--- config.mk ---
export PLATFORM = sky130hd
export DESIGN_NAME = datapath_pipe
export DESIGN_NICKNAME = d
export VERILOG_FILES = /design/src/rtl/datapath_pipe.sv
export SDC_FILE = /design/constraint.sdc
export NUM_CORES = 1
export LEC_CHECK = 0
export CELL_PAD_IN_SITES_DETAIL_PLACEMENT = 1
export CELL_PAD_IN_SITES_GLOBAL_PLACEMENT = 2
export CORE_AREA = 2 2 163 324
export DETAILED_ROUTE_END_ITERATION = 6
export DIE_AREA = 0 0 165 326
export PLACE_DENSITY = 0.85
export SLEW_MARGIN = 10
export SYNTH_ARGS = -nofsm -noshare
export SYNTH_HDL_FRONTEND = slang
export SYNTH_SLANG_ARGS = --single-unit
--- constraint.sdc ---
create_clock -name clk_main -period 4.4 [get_ports clk_main]
set_input_delay 0.44 -clock clk_main [delete_from_list [all_inputs] [get_ports clk_main]]
set_output_delay 0.44 -clock clk_main [all_outputs]
set_load 0.01 [all_outputs]
--- src/rtl/datapath_pipe.sv ---
// Two-stage datapath: regfile read + ALU on accept, then a memory/writeback stage that holds until mem_ack.
// Results land one edge after accept; op_ready drops while stage 2 waits on memory (or on a RAW hazard unless DATAPATH_FWD_EN).
module datapath_pipe #(
    parameter int WIDTH  = 16,
    parameter int REG_AW = 4
) (
    input  logic              clk_main,
    input  logic              reset,
    input  logic              op_valid,
    output logic              op_ready,
    input  logic [REG_AW-1:0] DR,
    input  logic [REG_AW-1:0] SA,
    input  logic [REG_AW-1:0] SB,
    input  logic [3:0]        FS,
    input  logic [WIDTH-1:0]  const_in,
    input  logic              MB,
    input  logic              MD,
    input  logic              MW,
    input  logic              RW,
    input  logic [WIDTH-1:0]  DataIn,
    input  logic              mem_ack,
    output logic [WIDTH-1:0]  BusA,
    output logic [WIDTH-1:0]  AddrOut,
    output logic [WIDTH-1:0]  DataOut,
    output logic              mem_re,
    output logic              mem_we,
    output logic              Z,
    output logic              N,
    output logic              C,
    output logic              V,
    output logic              wb_valid
);

    localparam int NREG = 2**REG_AW;

    logic [WIDTH-1:0]  rf_q [NREG];
    logic              s2_valid_q;
    logic [WIDTH-1:0]  a_q, b_q, res_q;
    logic              z_q, n_q, c_q, v_q;
    logic [REG_AW-1:0] dr_q;
    logic              rw_q, md_q, mw_q;

    logic              s2_done, wb_en, hazard, accept;
    logic [WIDTH-1:0]  wb_dat, rf_a, rf_b, a_d, regb, b_d;
    logic [WIDTH-1:0]  y, res_d;
    logic [WIDTH:0]    sum;
    logic              cin, c_d, v_d;

    always_comb begin
        s2_done = s2_valid_q && (!(md_q || mw_q) || mem_ack);
        wb_en   = s2_done && rw_q;
        // A write with MD also set still writes back the ALU result.
        wb_dat  = (md_q && !mw_q) ? DataIn : res_q;
        rf_a    = rf_q[SA];
        rf_b    = rf_q[SB];
`ifdef DATAPATH_FWD_EN
        a_d     = (wb_en && dr_q == SA) ? wb_dat : rf_a;
        regb    = (wb_en && dr_q == SB) ? wb_dat : rf_b;
        hazard  = 1'b0;
`else
        a_d     = rf_a;
        regb    = rf_b;
        hazard  = s2_valid_q && rw_q && (dr_q == SA || (!MB && dr_q == SB));
`endif
        b_d      = MB ? const_in : regb;
        op_ready = !s2_valid_q || (s2_done && !hazard);
        accept   = op_valid && op_ready;
    end

    always_comb begin
        y     = '0;
        cin   = 1'b0;
        res_d = '0;
        c_d   = 1'b0;
        v_d   = 1'b0;
        case (FS[2:0])
            3'b001:  cin = 1'b1;
            3'b010:  y = b_d;
            3'b011:  begin y = b_d;  cin = 1'b1; end
            3'b100:  y = ~b_d;
            3'b101:  begin y = ~b_d; cin = 1'b1; end
            3'b110:  y = '1;
            default: y = '0;
        endcase
        sum = {1'b0, a_d} + {1'b0, y} + {{WIDTH{1'b0}}, cin};
        if (!FS[3]) begin
            res_d = sum[WIDTH-1:0];
            c_d   = sum[WIDTH];
            v_d   = (a_d[WIDTH-1] == y[WIDTH-1]) && (sum[WIDTH-1] != a_d[WIDTH-1]);
        end else begin
            case (FS[2:0])
                3'b000:  res_d = a_d & b_d;
                3'b001:  res_d = a_d | b_d;
                3'b010:  res_d = a_d ^ b_d;
                3'b011:  res_d = ~a_d;
                3'b100:  res_d = b_d;
                3'b101:  res_d = b_d >> 1;
                3'b110:  res_d = b_d << 1;
                default: res_d = '0;
            endcase
        end
    end

    always_ff @(posedge clk_main) begin
        if (reset) begin
            for (int i = 0; i < NREG; i++) rf_q[i] <= '0;
            s2_valid_q <= 1'b0;
            a_q        <= '0;
            b_q        <= '0;
            res_q      <= '0;
            z_q        <= 1'b0;
            n_q        <= 1'b0;
            c_q        <= 1'b0;
            v_q        <= 1'b0;
            dr_q       <= '0;
            rw_q       <= 1'b0;
            md_q       <= 1'b0;
            mw_q       <= 1'b0;
        end else begin
            if (wb_en) rf_q[dr_q] <= wb_dat;
            if (accept) begin
                s2_valid_q <= 1'b1;
                a_q        <= a_d;
                b_q        <= b_d;
                res_q      <= res_d;
                z_q        <= (res_d == '0);
                n_q        <= res_d[WIDTH-1];
                c_q        <= c_d;
                v_q        <= v_d;
                dr_q       <= DR;
                rw_q       <= RW;
                md_q       <= MD;
                mw_q       <= MW;
            end else if (s2_done) begin
                s2_valid_q <= 1'b0;
            end
        end
    end

    assign BusA     = a_q;
    assign AddrOut  = a_q;
    assign DataOut  = b_q;
    assign mem_we   = s2_valid_q && mw_q;
    assign mem_re   = s2_valid_q && md_q && !mw_q;
    assign wb_valid = s2_done;
    assign Z        = z_q;
    assign N        = n_q;
    assign C        = c_q;
    assign V        = v_q;

endmodule

==> flow_metrics.env <==
export IMPL_final_nets=2057
export IMPL_post_drt_wl_per_cell_um=31.3
export IMPL_cts_buffer_depth=3
export IMPL_synth_top_family_by_area="multiplexers"
export IMPL_slew_viol_final=0
export IMPL_vias_per_cell=6.01
export IMPL_synth_area_leaders="edfxtp_1 41%, mux4_2 12%, nor2_1 7.0%"
export IMPL_hold_path_class="in -> reg"
export IMPL_syn_to_final_growth_pct=23.9
export IMPL_grt_overflow=0
export IMPL_vias=15900
export IMPL_stdcell_area_um2=23200
export IMPL_async_reset_ff_share_pct=0
export IMPL_rsz0062_at_grt="yes"
export IMPL_insertion_delay_ps=620
export IMPL_synth_seq_area_share_pct=47.4
export IMPL_synthTopCellsByCount="349 x nor2_1, 256 x edfxtp_1, 137 x nand2_1, 97 x mux2i_1, 96 x mux4_2"
export IMPL_multi_input_area_um2=9020
export IMPL_drive_gt1_share_pct=26.2
export IMPL_p_leak_nw=8.83
export IMPL_synth_top_flop_cell="edfxtp_1"
export IMPL_grt_pass1_vias=17000
export IMPL_synthesis_area_um2=18700
export IMPL_die_h_um=326
export IMPL_violations="negative setup slack"
export IMPL_routed_wl_um=82400
export IMPL_synth_edf_count=256
export IMPL_final_hold_viol_count=0
export IMPL_cp_start_kind="flop"
export IMPL_worstPathMaxFanout=2
export IMPL_setup_ws_ps=-253
export IMPL_cpMostUsedCell="buf_4"
export IMPL_synth_cell_types=93
export IMPL_tritoncts="done"
export IMPL_peakVddDrop_mv=0.331
export IMPL_antenna_found_initial=3
export IMPL_core_um2=51500
export IMPL_setup_violations=5
export IMPL_synth_warnings=0
export IMPL_cp_slowest_stage_delay_ps=540
export IMPL_max_cap_violations=0
export IMPL_yosys_area_share_xor_xnor_pct=0.655
export IMPL_end_kind="flop"
export IMPL_drtIter0Drc=1323
export IMPL_synth_compound_area_share_pct=9.86
export IMPL_fin_tns_setup_ps=-650
export IMPL_required_ps=4960
export IMPL_final_cell_count_no_fill=2636
export IMPL_gp_congestion=0.979
export IMPL_synth_top_cell_area_share_pct=41.1
export IMPL_track_usage_pct=30.6
export IMPL_drt_first_pass_iters=6
export IMPL_htree_levels=1
export IMPL_synthCells=1663
export IMPL_holdWs_ps=409
export IMPL_postRouteAntennaNets=0
export IMPL_synth_adder_area_share_pct=3.35
export IMPL_arrival_ps=5220
export IMPL_fin_crit_ps=4650
export IMPL_cts_made_buffers=29
export IMPL_port_buffers=111
export IMPL_cts_clk_slew_worst_paths_ps=80
export IMPL_pre_cts_slack_ps=-790
export IMPL_ys_ff_latch=315
export IMPL_period_share_pct=106
export IMPL_status="complete, but fails checks"
export IMPL_total_power_mw=8.15
export IMPL_synthMuxAreaShare_pct=19.5
export IMPL_die_area_um2=53800
export IMPL_ff_latch_area_um2=8870
export IMPL_synth_fp_nets=1768
export IMPL_cts_root_buffer="clkbuf_16"
export IMPL_final_setup_skew_ps=35.0
export IMPL_placed_cell_area_um2=22100
export IMPL_cp_cell_sequence="mux4_2, o22ai_2, nor2_2, mux2i_4, buf_4, a211oi_2, fa_2, inv_2, fa_2, nor2b_2, buf_4, o21ai_1, a211oi_1, or4_1, o41a_1, a2111oi_4, buf_4, nand4_1, nor4_2, a41o_1"
export IMPL_dp_hpwl_um=61900
export IMPL_ctsHoldBuffers=0
export IMPL_cts_sinks=315
export IMPL_crit_type="reg -> reg"
export IMPL_crit_path_top_delay_cell="or4_1"
export IMPL_final_core_util_pct=45.0
export IMPL_relSlewSlack_pct=45.1
export IMPL_crit_path_start="rf_q[12][0]$_SDFFCE_PN0P_"
export IMPL_fmax_mhz=215
export IMPL_synth_most_common_cell="nor2_1"
export IMPL_die_width_um=165
export IMPL_drc=0
export IMPL_p_per_area_nw_per_um2=351
export IMPL_grt_max_degree=67
export IMPL_dp_cells=2578
export IMPL_synthDominantAreaCellType="edfxtp_1"
export IMPL_std_cell_rows=118
export IMPL_min_from="reset"
export IMPL_nFillCells=5506
export IMPL_reg2reg_from="rf_q[12][0]$_SDFFCE_PN0P_"
export IMPL_synth_simple_area_share_pct=13.8
export IMPL_syn_avg_cell_area_um2=11.3
export IMPL_ioPinCount=112
export IMPL_worst_pin_slew_ps=821
export IMPL_grt_pass1_wl_um=116000
export IMPL_start_util_pct=36.3
==> cell type report <==
| class | instances | share of cell area [%] |
|---|---|---|
| antenna | 1 | 0.0108 |
| sequential | 315 | 38.2 |
| clock buffer | 34 | 3.21 |
| clock inverter | 20 | 0.820 |
| inverter | 45 | 0.728 |
| tap | 660 | 3.56 |
| timing repair buffer | 402 | 14.6 |
| multi-input combinational | 1159 | 38.9 |
==> worst max-delay path: cells and delay by family (launching register included) <==
| family | cells | cell delay (ps) |
|---|---|---|
| multiplexers | 2 | 680 |
| adder cells (fa/ha/maj) | 2 | 570 |
| buffers and inverters | 4 | 540 |
| AND/OR/NAND/NOR | 5 | 990 |
| AO/OA/AOI/OAI | 7 | 1390 |
| flip-flops | 1 | 470 |
==> power by group <==
group | internal (mW) | switching, mW
Sequential | 3.34 | 0.0960
Clock | 1.39 | 1.21
Combinational | 0.925 | 1.18
Total | 5.66 | 2.49
==> cell usage in the layout (no fill, tap or decap), types with 6 or more instances in the layout <==
cell             netlist  final
edfxtp_1             256    256
buf_12                 2     10
dfxtp_1               59     59
a211oi_2               3      7
nand2b_1               8      8
a211oi_1              36     32
clkdlybuf4s50_1        0    102
mux2i_1               97     96
a31oi_1                7      7
a21o_1                 6      6
buf_4                 29    284
a21oi_2                1      7
mux2_2                14     14
mux4_1                12     10
and3_1                 7      7
nand2_1              137    136
xnor2_1               10     10
inv_1                 43     41
a22oi_1               23     23
o22ai_1               21     19
nor2b_1               23     20
o21ai_0               25     21
nor2_1               349    347
ha_1                  47     46
clkbuf_16              0     29
and2_1                 6      6
mux4_2                96     98
nand3_1               20     20
buf_2                 12      6
nor3_1                29     27
a21oi_1               73     67
==> sequential cells by signal (all words and copies together) (netlist names) <==
name / cells
rf_q: 256
AddrOut: 16
DataOut: 16
res_q: 16
dr_q: 4
C: 1
V: 1
Z: 1
md_q: 1
mw_q: 1
rw_q: 1
s2_valid_q: 1
==> routing by layer <==
metal,track usage (%),part of all wire [%]
met1,29.1,31
met2,54.4,51
met3,4.83,5.9
met4,29.0,12
met5,0,0.057
==> worst paths after layout <==
| check | end | slack [ps] | depth (start not counted) |
|---|---|---|---|
| setup / recovery | Z$_SDFFE_PP0P_ | -250 | 20 |
| hold / removal | res_q[11]$_SDFFE_PP0P_ | 410 | 4 |
| setup reg to reg | Z$_SDFFE_PP0P_ | -250 | 20 |
| hold reg to reg | DataOut[12]$_SDFFE_PP0P_ | 470 | 2 |
==> timing repair <==
action | 4_1_cts | 5_1_grt
pin swaps | 15 | 5
resized for setup | 29 | 13
endpoints found under the setup margin | 7 | 9
setup buffers | 1 | 3
==> kinds of logic (layout without fill, tap and decap cells) <==
logic type                 count (synthesis)  after routing
AOI/OAI and AO/OA                        262            262
xor gates and xnor gates                  14             14
adders and majority gates                 49             49
buffers and inverters                    189            501
DFF                                      315            315
muxes                                    221            221
other                                      0              1
and+or+nand+nor                          613            613
No activity file was read; power rests on OpenSTA's default activity.
